## src/rtl/hilo_div_ctrl_pkg.sv

```systemverilog
// Shared widths, FSM encoding and sign helper for the HI/LO divide controller.
package hilo_div_ctrl_pkg;

    localparam int unsigned REG_BUS        = 32;
    localparam int unsigned DOUBLE_REG_BUS = 64;
    // {rem[32:0], quo[31:0]}
    localparam int unsigned WORK_W         = 65;

    typedef enum logic [1:0] {
        DIV_FREE    = 2'b00,
        DIV_BY_ZERO = 2'b01,
        DIV_ON      = 2'b10,
        DIV_END     = 2'b11
    } div_state_e;

    localparam logic DIV_START            = 1'b1;
    localparam logic DIV_STOP             = 1'b0;
    localparam logic DIV_RESULT_READY     = 1'b1;
    localparam logic DIV_RESULT_NOT_READY = 1'b0;

    // Two's-complement negate when neg is set; used both for operand
    // magnitudes and for the final sign fix-up.
    function automatic logic [REG_BUS-1:0] neg_if(input logic neg, input logic [REG_BUS-1:0] v);
        return neg ? (~v + {{(REG_BUS-1){1'b0}}, 1'b1}) : v;
    endfunction

endpackage

```

## src/rtl/hilo_div_ctrl_div_step.sv

```systemverilog
// One radix-2 restoring division step on the {rem, quo} working register.
module div_step
    import hilo_div_ctrl_pkg::*;
(
    input  logic [WORK_W-1:0]  i_work,
    input  logic [REG_BUS-1:0] i_divisor,
    output logic [WORK_W-1:0]  o_work
);

    logic [REG_BUS:0]   w_partial;
    logic [REG_BUS+1:0] w_diff;
    // rem[32] never becomes non-zero because rem always stays below the divisor
    logic               w_unused_msb;

    assign w_unused_msb = i_work[WORK_W-1];

    // Trial subtract of the divisor from {rem[31:0], quo[31]}; restore on borrow
    always_comb begin
        w_partial = i_work[WORK_W-2:REG_BUS-1];
        w_diff    = {1'b0, w_partial} - {2'b00, i_divisor};
        if (!w_diff[REG_BUS+1]) begin
            o_work = {w_diff[REG_BUS:0], i_work[REG_BUS-2:0], 1'b1};
        end else begin
            o_work = {w_partial, i_work[REG_BUS-2:0], 1'b0};
        end
    end

endmodule

```

## src/rtl/hilo_div_ctrl.sv

```systemverilog
// Iterative 32-bit DIV/DIVU controller; stalls EX while busy and issues a
// single-cycle HI/LO write with {remainder, quotient}.
module hilo_div_ctrl
    import hilo_div_ctrl_pkg::*;
(
    input  logic                        clk,
    input  logic                        rst,
    input  logic                        start_i,
    input  logic                        signed_i,
    input  logic [REG_BUS-1:0]          opdata1_i,
    input  logic [REG_BUS-1:0]          opdata2_i,
    input  logic                        annul_i,
    output logic                        stall_o,
    output logic                        ready_o,
    output logic [DOUBLE_REG_BUS-1:0]   result_o,
    output logic                        hilo_we_o,
    output logic [REG_BUS-1:0]          hi_o,
    output logic [REG_BUS-1:0]          lo_o
);

    div_state_e         r_state;
    div_state_e         w_next;
    logic [4:0]         r_cnt;
    logic [WORK_W-1:0]  r_work;
    logic [REG_BUS-1:0] r_divisor;
    logic               r_neg_quo;
    logic               r_neg_rem;

    logic [WORK_W-1:0]  w_work_next;
    logic [REG_BUS-1:0] w_quo;
    logic [REG_BUS-1:0] w_rem;
    logic               w_accept;
    logic               w_div_zero;

    assign w_accept   = (start_i == DIV_START) && !annul_i;
    assign w_div_zero = (opdata2_i == '0);

    div_step u_step (
        .i_work    (r_work),
        .i_divisor (r_divisor),
        .o_work    (w_work_next)
    );

    // State register
    always_ff @(posedge clk) begin
        if (rst) begin
            r_state <= DIV_FREE;
        end else begin
            r_state <= w_next;
        end
    end

    // Next-state decode; annul only cancels before the write cycle
    always_comb begin
        w_next = r_state;
        case (r_state)
            DIV_FREE: begin
                if (w_accept) begin
                    w_next = w_div_zero ? DIV_BY_ZERO : DIV_ON;
                end
            end
            DIV_BY_ZERO: w_next = annul_i ? DIV_FREE : DIV_END;
            DIV_ON: begin
                if (annul_i) begin
                    w_next = DIV_FREE;
                end else if (r_cnt == 5'd31) begin
                    w_next = DIV_END;
                end
            end
            DIV_END:     w_next = DIV_FREE;
            default:     w_next = DIV_FREE;
        endcase
    end

    // Operand latch and per-cycle restoring step
    always_ff @(posedge clk) begin
        if (rst) begin
            r_cnt     <= '0;
            r_work    <= '0;
            r_divisor <= '0;
            r_neg_quo <= 1'b0;
            r_neg_rem <= 1'b0;
        end else begin
            case (r_state)
                DIV_FREE: begin
                    if (w_accept) begin
                        r_cnt <= '0;
                        if (w_div_zero) begin
                            // Zero working register and sign flags give a 0/0 result
                            r_work    <= '0;
                            r_divisor <= '0;
                            r_neg_quo <= 1'b0;
                            r_neg_rem <= 1'b0;
                        end else begin
                            r_work    <= {{(WORK_W-REG_BUS){1'b0}},
                                          neg_if(signed_i & opdata1_i[REG_BUS-1], opdata1_i)};
                            r_divisor <= neg_if(signed_i & opdata2_i[REG_BUS-1], opdata2_i);
                            r_neg_quo <= signed_i & (opdata1_i[REG_BUS-1] ^ opdata2_i[REG_BUS-1]);
                            r_neg_rem <= signed_i & opdata1_i[REG_BUS-1];
                        end
                    end
                end
                DIV_ON: begin
                    r_work <= w_work_next;
                    r_cnt  <= r_cnt + 5'd1;
                end
                default: ;
            endcase
        end
    end

    // Sign fix-up of the unsigned result: quotient by sign xor, remainder follows dividend
    always_comb begin
        w_quo = neg_if(r_neg_quo, r_work[REG_BUS-1:0]);
        w_rem = neg_if(r_neg_rem, r_work[DOUBLE_REG_BUS-1:REG_BUS]);
    end

    // Outputs: stall while accepting or computing, result only in DONE
    always_comb begin
        stall_o  = 1'b0;
        ready_o  = DIV_RESULT_NOT_READY;
        result_o = '0;
        case (r_state)
            DIV_FREE:    stall_o = w_accept;
            DIV_BY_ZERO: stall_o = 1'b1;
            DIV_ON:      stall_o = 1'b1;
            DIV_END: begin
                ready_o  = DIV_RESULT_READY;
                result_o = {w_rem, w_quo};
            end
            default: ;
        endcase
    end

    assign hilo_we_o = ready_o;
    assign hi_o      = result_o[DOUBLE_REG_BUS-1:REG_BUS];
    assign lo_o      = result_o[REG_BUS-1:0];

endmodule

```

## config.mk

```make
export PLATFORM = sky130hd
export DESIGN_NAME = hilo_div_ctrl
export DESIGN_NICKNAME = d
export VERILOG_FILES = /design/src/rtl/hilo_div_ctrl_pkg.sv /design/src/rtl/hilo_div_ctrl_div_step.sv /design/src/rtl/hilo_div_ctrl.sv
export SDC_FILE = /design/constraint.sdc
export NUM_CORES = 1
export LEC_CHECK = 0
export CAP_MARGIN = 20
export CORE_ASPECT_RATIO = 1.4
export CORE_MARGIN = 2
export CORE_UTILIZATION = 53
export DETAILED_ROUTE_END_ITERATION = 8
export HOLD_SLACK_MARGIN = 0.15
export MAX_ROUTING_LAYER = met4
export PLACE_DENSITY = 0.82
export SYNTH_ARGS = -nofsm -noshare
export SYNTH_HDL_FRONTEND = slang
export SYNTH_SLANG_ARGS = --single-unit
export TNS_END_PERCENT = 10
```

## constraint.sdc

```tcl
create_clock -name clk -period 3.8 [get_ports clk]
set_input_delay 0.57 -clock clk [delete_from_list [all_inputs] [get_ports clk]]
set_output_delay 0.57 -clock clk [all_outputs]
set_load 0.005 [all_outputs]
```

After elaboration in Yosys (flattened, before gate mapping) --
Index checks and enable logic that the tools add are counted.
Cells by class: $add $sub $neg 6, eq/ne operators 6, mux-type cells 22, bitwise operators 8, reductions and logical operators 9
Operator list (count):
- $mux W32 | 6
- $mux W64 | 3
- $add A32 B1 Y32 const B | 4
- $not A32 Y32 | 4
- $pmux W64 S2 | 1
- $sub A33 B32 Y34 | 1
- $logic_not A32 Y1 | 1
- $mux W2 | 5
- $pmux W5 S2 | 1
- $pmux W2 S4 | 1
- $reduce_and A2 Y1 | 3
- $add A5 B1 Y5 const B | 1
- $eq A5 B5 Y1 const B | 1
- $mux W5 | 1
- $eq A2 B2 Y1 const B | 2
- $and A1 B1 Y1 | 3
- $mux W1 | 3
- $ne A3 B3 Y1 const B | 1
- $eq A2 B1 Y1 const B | 1
- $logic_not A2 Y1 | 1
- $ne A2 B2 Y1 const B | 1
- $pmux W1 S2 | 1
- $reduce_bool A2 Y1 | 1
- $reduce_or A2 Y1 | 1
- other kinds (3) | 3
Storage, ports and cells: bits in registers 105, input bits 69, output and inout bits 131, word-level logic and storage cells 57

Logic depth before layout (Yosys ltp) --
Gate-level depths: netlist of the first run.
depth in word-level cells 6, gate-level depth with buffers 13

By module --
Synthesis of the first run repeated with hierarchy kept, for this count alone.
Second synthesis, totals: cell total of the unflattened synthesis 1416, area, all modules 10218.6 sq um
By module, submodules not included:
- hilo_div_ctrl | instances 1, cells an instance 1015, area each 7607.3 sq um, sequential area each 2122.0 sq um
- div_step | instances 1, cells an instance 401, area each 2611.3 sq um, sequential area each 0.0 sq um

Least setup slack after synthesis of the first run --
OpenSTA, ideal clock, no wires.
kind register -> output, from register r_work[34], to output result_o[60], arrival time 2422 ps, slack 808 ps, cell stages (with the launch flop) 11, buffers on the path 2, path through dfxtp_1 or3_4 or3b_4 nand2b_4 or2_1 buf_6 nand3b_4 o31ai_2 xnor2_1 and2_1 buf_4
Between the ends: word-level cells in the longest chain between the ends 4
RTL lines:
- start, declared | line hilo_div_ctrl.sv:24 | logic [WORK_W-1:0] r_work;
- start signal, assigned | line hilo_div_ctrl.sv:95 | r_work <= {{(WORK_W-REG_BUS){1'b0}},
- start signal, assigned | line hilo_div_ctrl.sv:104 | r_work <= w_work_next;
- $not A32 Y32 | line hilo_div_ctrl_pkg.sv:24 | return neg ? (~v + {{(REG_BUS-1){1'b0}}, 1'b1}) : v;
- $add A32 B1 Y32 | line hilo_div_ctrl_pkg.sv:24
- $mux W32 | line hilo_div_ctrl_pkg.sv:24
- $mux W64 | line hilo_div_ctrl.sv:123 | case (r_state)
- end, declared | line hilo_div_ctrl.sv:15 | output logic [DOUBLE_REG_BUS-1:0] result_o,
Every way passes these cells.

Worst setup path after layout of the first run --
Same ends and word-level chain as after synthesis.

==> flow_summary.ini, run 1 <==
[worst_setup_path]
arrival_ps = 3190
start_kind = flip-flop
reg2reg_setup_slack_ps = 340
cpPeakStageDelay_ps = 500
path_max_fanout = 7
critPathKind = flip-flop to primary output
cp_cell_sequence = or3_4 -> or3b_4 -> nand2b_4 -> or2_4 -> nand3b_4 -> o31ai_4 -> xnor2_1 -> and2_1 -> clkdlybuf4s50_1
required_ps = 3230
regToRegStartpoint = r_work[31]$_SDFFE_PP0P_
crit_family = simple AND/OR/NAND/NOR gates
reg2reg_depth = 12
worst_r2r_endpoint = r_work[56]$_SDFFE_PP0P_
critPathCaptureType = primary output
slowest_stage = clkdlybuf4s50_1
cp_num_buf_inv = 1

[synthesis]
async_flop_share_pct = 0
seq_area_frac_synth_pct = 21.9
synth-edff-count = 0
synthCells = 1297
yosysTopAreaCellShare_pct = 21.9
synth_fp_nets = 1409
synth.ff_latch_count = 105
ys_dominant_reg_cell = dfxtp_1
synth_top_cells_by_area = dfxtp_1 22%, xnor2_1 8.8%, ha_1 5.5%
ys.warnings.count = 0
yosysTopAreaCell = dfxtp_1
syn_area_per_cell_um2 = 7.39
ys_types = 77
syn_area_um2 = 9590

[sta]
worst_slew_pin_slew_ps = 1160
setup_viol = 0
fmax_mhz = 266
rsz0062_at_grt = true
finalCriticalPeriod_ps = 3760
hold_viol = 0
setup-tns-final_ps = 0
final.period_utilization_pct = 98.8
whs_ps = 458
skew_ps = 13.2
max_slew_margin_pct = 22.3
finalMaxSlewViolations = 0

[finish]
utilization_pct = 66.0
fin_cells = 1639
antennaDiodeCount = 0
layout-drive-gt1-share_pct = 7.15
syn_to_final_growth_pct = 22.9
nets = 1506
final_common_cell = clkdlybuf4s50_1
layout_common_cells = 190 x clkdlybuf4s50_1, 123 x nor2_1, 118 x nand2_1
nFillCells = 1573

[clocking]
clkTransAtPathRegs_ps = 80
cts_hold_buffers = 0
cts_max_path_buffers = 2
clkLatencyLatePin_ps = 360
cts_tree = yes
htreeDepth = 3
clock-sinks = 105
cts_root_buf = clkbuf_16
cts_buffers = 9

[routing]
dr.pass1.iters = 5
post_drt_wl_per_cell_um = 16.1
drc = 0
drt_iter0_markers = 569
drt-vias-per-instance = 5.84
ant_nets = 0
num_vias = 9579
finalWirelength_um = 26400

[floorplanning]
io_pins = 200
initial_core_util_pct = 53.7
row_count = 58
die_w_um = 118
die_height_um = 163
fp.coreArea_um2 = 17900
dieArea_um2 = 19200

[placement]
post-place-cells = 1621
dpl.hpwl_um = 20100
numPortBuffers = 199
gp_congestion = 0.947

[global_route]
grt_max_degree = 68
first_global_vias = 9112
grt_pass1_wl_um = 43500
grt_overflow = 0
antenna_found_initial = 0
grt.total_usage_pct = 27.8

[min_path]
worst_hold_path.endpoint = r_divisor[21]$_SDFFE_PP0P_
hold_class = flip-flop to flip-flop
hold_depth = 2
min-delay-start = r_divisor[21]$_SDFFE_PP0P_

[power_and_ir_drop]
power_density_nw_per_um2 = 557
ir_worst_vdd_v = 0.000326
leakage_nw = 4.56

[run]
maxCapViolCount = 0

[run_status]
status = complete, no violations
==> cell type report <==
class	instances	area [µm²]	share of cell area, %
multi-input combinational	998	6640	56.4
clock buffer	11	253	2.15
inverter	53	199	1.69
tap	240	300	2.55
sequential	105	2110	17.9
clock inverter	5	63.8	0.542
timing repair buffer	227	2220	18.8
==> per-stage QoR <==
step	area [µm²]	worst slack [ps]	total power [mW]
after floorplan	9590	808	4.38
after global placement	11300	293	5.26
after detailed placement	11300	245	5.31
after CTS	11700	0.175	6.39
after global routing	11800	-85.2	7.07
final	11800	45.0	6.56
==> worst register-to-register path: cells and delay by family, from the launching register on <==
family                     cells  cell delay, ps
xor gates and xnor gates       1             150
and+or+nand+nor                2             370
buffers and inverters          2             200
adders and majority gates      2             640
DFF                            1             390
AOI/OAI and AO/OA              5            1630
==> power by group <==
part	leakage, nW	internal (mW)	switching, mW	total [mW]
registers	0.858	1.33	0.320	1.65
clock network	0.152	0.551	0.454	1.01
logic	3.55	1.64	2.27	3.91
total	4.56	3.52	3.04	6.56
==> synthesized netlist by cell type, drive strengths merged, types with 8 or more instances <==
cell      n
a211oi   24
a21oi    78
a221oi   25
a32oi    13
and2     66
buf      76
clkbuf   65
dfxtp   105
ha       42
inv      53
mux2i     8
nand2   119
nand2b   16
nand3    21
nor2    127
nor3     47
nor4     11
o21ai    88
o31ai    34
o41ai    13
or3      13
or4      10
xnor2    96
xor2     43
==> per-layer routing <==
layer,wire [µm],GRT usage [%]
met5,0,-
met4,769,9.75
met3,1560,2.79
met2,13500,51.1
met1,10500,31.3
==> worst max-delay path by stage <==
| stage | start | endpoint | slack (ps) | depth (start not counted) |
|---|---|---|---|---|
| floorplan | r_work[34]$_SDFFE_PP0P_ | result_o[60] | 810 | 10 |
| global placement | r_work[6]$_SDFFE_PP0P_ | result_o[31] | 290 | 9 |
| detailed placement | r_work[48]$_SDFFE_PP0P_ | result_o[63] | 240 | 9 |
| CTS | r_work[19]$_SDFFE_PP0P_ | result_o[31] | 0.2 | 8 |
| global route | r_work[34]$_SDFFE_PP0P_ | result_o[60] | -90 | 9 |
| finish | r_work[34]$_SDFFE_PP0P_ | result_o[60] | 40 | 9 |
==> cell families (layout without fill, tap and decap cells) <==
kind of cell / Yosys count / in the layout / share of synthesized area (%)
AND/OR/NAND/NOR: 466 / 466 / 24.5
AO/OA/AOI/OAI: 342 / 342 / 23.9
buffers and inverters: 194 / 296 / 10.4
XOR/XNOR: 139 / 139 / 12.7
flip-flops: 105 / 105 / 21.9
adder cells (fa/ha/maj): 43 / 43 / 5.69
multiplexers: 8 / 8 / 0.835
==> registers in the layout, summed over array words and instances (netlist names) <==
register	cells
r_cnt	5
r_divisor	32
r_neg_quo	1
r_neg_rem	1
r_state	2
r_work	64
==> repair_timing <==
action                                  CTS  global route
gates cloned                              0             0
pin swaps                                 2             2
resized for setup                        12            28
endpoints found under the setup margin   14            21
buffers inserted                          1             1
Power figures use the tool's default switching activity.
==> run 2: changes to the inputs <==
Settings changed: SETUP_SLACK_MARGIN from default to 0.4.
==> flow_summary.ini, run 2 (synthesis gave the netlist of run 1 again) <==
[run_status]
status = complete, no violations

[routing]
drt-vias-per-instance = 5.85
dr.pass1.iters = 5
drt_iter0_markers = 595
post_drt_wl_per_cell_um = 16.3
ant_nets = 0
num_vias = 9699
finalWirelength_um = 27100
drc = 0

[worst_setup_path]
critPathKind = flip-flop to primary output
arrival_ps = 3070
path_max_fanout = 3
regToRegStartpoint = r_work[31]$_SDFFE_PP0P_
critPathCaptureType = primary output
start_kind = flip-flop
reg2reg_setup_slack_ps = 330
worst_r2r_endpoint = r_work[58]$_SDFFE_PP0P_
reg2reg_depth = 12
required_ps = 3230

[sta]
fmax_mhz = 275
finalCriticalPeriod_ps = 3640
setup-tns-final_ps = 0
final.period_utilization_pct = 95.7
hold_viol = 0
max_slew_margin_pct = 29.5
finalMaxSlewViolations = 0
worst_slew_pin_slew_ps = 1060
rsz0062_at_grt = true
skew_ps = 12.9
setup_viol = 0

[placement]
place_area_um2 = 11300
numPortBuffers = 199
gp_congestion = 0.947
post-place-cells = 1621
dpl.hpwl_um = 20100

[floorplanning]
dieArea_um2 = 19200
die_height_um = 163
die_w_um = 118
fp.coreArea_um2 = 17900
initial_core_util_pct = 53.7
io_pins = 200
row_count = 58

[finish]
final_common_cell = clkdlybuf4s50_1
regMostFlops = r_work
largest_reg_flops = 64
nets = 1525
top_regs = r_work: 64 flops, r_divisor: 32 flops, r_cnt: 5 flops
utilization_pct = 66.9
layout_common_cells = 177 x clkdlybuf4s50_1, 123 x nor2_1, 117 x nand2_1
layout-drive-gt1-share_pct = 8.96
design_area_um2 = 11900
antennaDiodeCount = 0
fin_cells = 1658
syn_to_final_growth_pct = 24.6

[clocking]
cts_buffers = 9
htreeDepth = 3
clock-sinks = 105
clkTransAtPathRegs_ps = 80
cts_tree = yes
cts_hold_buffers = 0
cts_max_path_buffers = 2
cts_root_buf = clkbuf_16
clkLatencyLatePin_ps = 360

[power_and_ir_drop]
power.total_mw = 6.86
leakage_nw = 4.65
ir_worst_vdd_v = 0.000325
power_density_nw_per_um2 = 574

[min_path]
worst_hold_path.endpoint = r_divisor[21]$_SDFFE_PP0P_
hold_depth = 2
min-delay-start = r_divisor[21]$_SDFFE_PP0P_
hold_class = flip-flop to flip-flop

[global_route]
grt_overflow = 0
grt.total_usage_pct = 28.2
grt_max_degree = 68
first_global_vias = 9257
grt_pass1_wl_um = 44100
antenna_found_initial = 0

[run]
maxCapViolCount = 0
run 2: how the worst max path moves through the flow:
stage	slack, ps	start	to	cells past startpoint
floorplan	810	r_work[34]$_SDFFE_PP0P_	result_o[60]	10
global placement	290	r_work[6]$_SDFFE_PP0P_	result_o[31]	9
detailed placement	240	r_work[48]$_SDFFE_PP0P_	result_o[63]	9
CTS	140	r_work[34]$_SDFFE_PP0P_	result_o[56]	8
global route	30	r_work[48]$_SDFFE_PP0P_	result_o[57]	9
finish	160	r_work[19]$_SDFFE_PP0P_	result_o[27]	8
run 2: layout make-up:
class	count	area, µm²
well taps	240	300
repair buffers	246	2340
inverters	53	199
multi-input cells	998	6670
flip-flops and latches	105	2110
clock inverters	5	63.8
clock buffers	11	253
fillers	1539	5910
run 2: routing by layer:
layer  wire length (µm)  vias to the layer above  track usage [%]
met5                  0                        -                -
met4                762                        0             10.6
met3               1670                       61             2.93
met2              14000                      383             51.6
met1              10700                     4485             31.6
li1                   -                     4770                -
run 2: power breakdown:
| part | total (mW) | internal [mW] | switching, mW |
|---|---|---|---|
| clock network | 1.01 | 0.552 | 0.458 |
| registers | 1.64 | 1.33 | 0.311 |
| logic | 4.21 | 1.84 | 2.37 |
| total | 6.86 | 3.72 | 3.14 |
run 2: through the flow:
step | worst slack [ps] | hold WS (ps)
after floorplan | 808 | 432
after global placement | 293 | 441
after detailed placement | 245 | 448
after CTS | 139 | 458
after global routing | 30.9 | 480
final | 162 | 458
run 2: repair_timing:
action	CTS	global route
setup endpoints to repair	58	81
pin swaps	11	15
resized for setup	54	26
buffers inserted	9	11
run 2: worst max-delay path, stage by stage, from the launching register on:
cell and delay [ps]:
dfxtp_4 350, or3_4 380, or3_4 340, or3_4 330, or3_4 390, nand2_1 90, xnor2_1 120, and2_1 180
clkdlybuf4s50_1 510
==> run 3: changes to the inputs <==
Settings changed: SKIP_CTS_REPAIR_TIMING from default to 1.
==> flow_summary.ini, run 3 (synthesis gave the netlist of run 1 again) <==
[power_and_ir_drop]
pwr-share-seq_pct = 24.7
switchingPower_mw = 3.09
power.total_mw = 6.65
ir_worst_vdd_v = 0.000326
power_density_nw_per_um2 = 560
clkPwrFrac_pct = 15.2
internal_power_mw = 3.56
leakage_nw = 4.69
p_sw_share_pct = 46.4
p_comb_share_pct = 60.1

[finish]
nets = 1511
largest_reg_flops = 64
utilization_pct = 66.4
top_regs = r_work: 64 flops, r_divisor: 32 flops, r_cnt: 5 flops
design_area_um2 = 11900
regMostFlops = r_work
antennaDiodeCount = 0
layout-drive-gt1-share_pct = 7.91
syn_to_final_growth_pct = 23.8
final_common_cell = clkdlybuf4s50_1
layout_common_cells = 182 x clkdlybuf4s50_1, 122 x nor2_1, 118 x nand2_1

[sta]
final.period_utilization_pct = 96.9
finalCriticalPeriod_ps = 3680
skew_ps = 12.1
fmax_mhz = 272
finalMaxSlewViolations = 0
setup_viol = 0
setup-tns-final_ps = 0
rsz0062_at_grt = true
hold_viol = 0
max_slew_margin_pct = 20.9
worst_slew_pin_slew_ps = 1180
fin_ws_ps = 118

[placement]
gp_congestion = 0.947
place_area_um2 = 11300
numPortBuffers = 199
place_ws_ps = 245
dpl.hpwl_um = 20100

[run_status]
status = complete, no violations

[clocking]
cts_buffers = 9
cts_root_buf = clkbuf_16
clkLatencyLatePin_ps = 360
clkTransAtPathRegs_ps = 80
cts_tree = yes
clock-sinks = 105
cts_max_path_buffers = 2
htreeDepth = 3

[routing]
finalWirelength_um = 26500
drt-vias-per-instance = 5.86
num_vias = 9632
dr.pass1.iters = 5
post_drt_wl_per_cell_um = 16.1
ant_nets = 0
drt_iter0_markers = 599
drc = 0

[worst_setup_path]
regToRegStartpoint = r_work[31]$_SDFFE_PP0P_
reg2reg_setup_slack_ps = 320
crit_path_start = r_work[19]$_SDFFE_PP0P_
required_ps = 3230
start_kind = flip-flop
reg2reg_depth = 12
critPathKind = flip-flop to primary output
critPathCaptureType = primary output
path_max_fanout = 4
arrival_ps = 3110

[floorplanning]
io_pins = 200
dieArea_um2 = 19200
die_height_um = 163
die_w_um = 118
row_count = 58
fp.coreArea_um2 = 17900
initial_core_util_pct = 53.7

[global_route]
grt_overflow = 0
grt.total_usage_pct = 27.6
first_global_vias = 9062
grt_pass1_wl_um = 43200
grt_max_degree = 68
antenna_found_initial = 0

[run]
maxCapViolCount = 0

[min_path]
hold_class = flip-flop to flip-flop
hold_depth = 2
min-delay-start = r_divisor[21]$_SDFFE_PP0P_
==> run 3: final cells by class <==
type	instances	area (µm²)
clock buffer	11	253
clock inverter	5	63.8
fill	1556	5990
inverter	53	199
multi-input combinational	998	6690
sequential	105	2110
tap	240	300
timing repair buffer	232	2240
==> run 3: power by group through the flow <==
stage	registers (mW)	logic, mW	clock network, mW
2_1_floorplan	1.54	2.84	0
3_5_place_dp	1.64	3.67	0
5_1_grt	1.67	4.43	1.05
4_1_cts	1.61	3.69	1.01
6_report	1.64	3.99	1.01
3_3_place_gp	1.63	3.63	0
==> run 3: final timing paths <==
path	endpoint
min	r_divisor[21]$_SDFFE_PP0P_
max reg2reg	r_work[56]$_SDFFE_PP0P_
min reg2reg	r_divisor[21]$_SDFFE_PP0P_
max	lo_o[27]
==> run 3: layer usage <==
layer	share of wire (%)	up-vias	global-route usage [%]
li1	-	4742	-
met1	40	4476	31.2
met2	51	359	50.4
met3	5.8	55	2.79
met4	2.5	0	10.1
met5	0	-	-
==> run 3: critical path, cell delays in order (launching register included) <==
cell and delay (ps):
dfxtp_4 360, or3_4 390, or3_4 340, or3_4 340, or3_4 420, nand2_1 100
xnor2_1 120, and2_1 150, clkdlybuf4s50_1 520
==> run 3: through the flow <==
step | std cells | hold WS, ps
6_report | 1644 | 458
5_1_grt | 1644 | 480
4_1_cts | 1637 | 458
3_5_place_dp | 1621 | 448
3_3_place_gp | 1621 | 441
2_1_floorplan | 1297 | 432
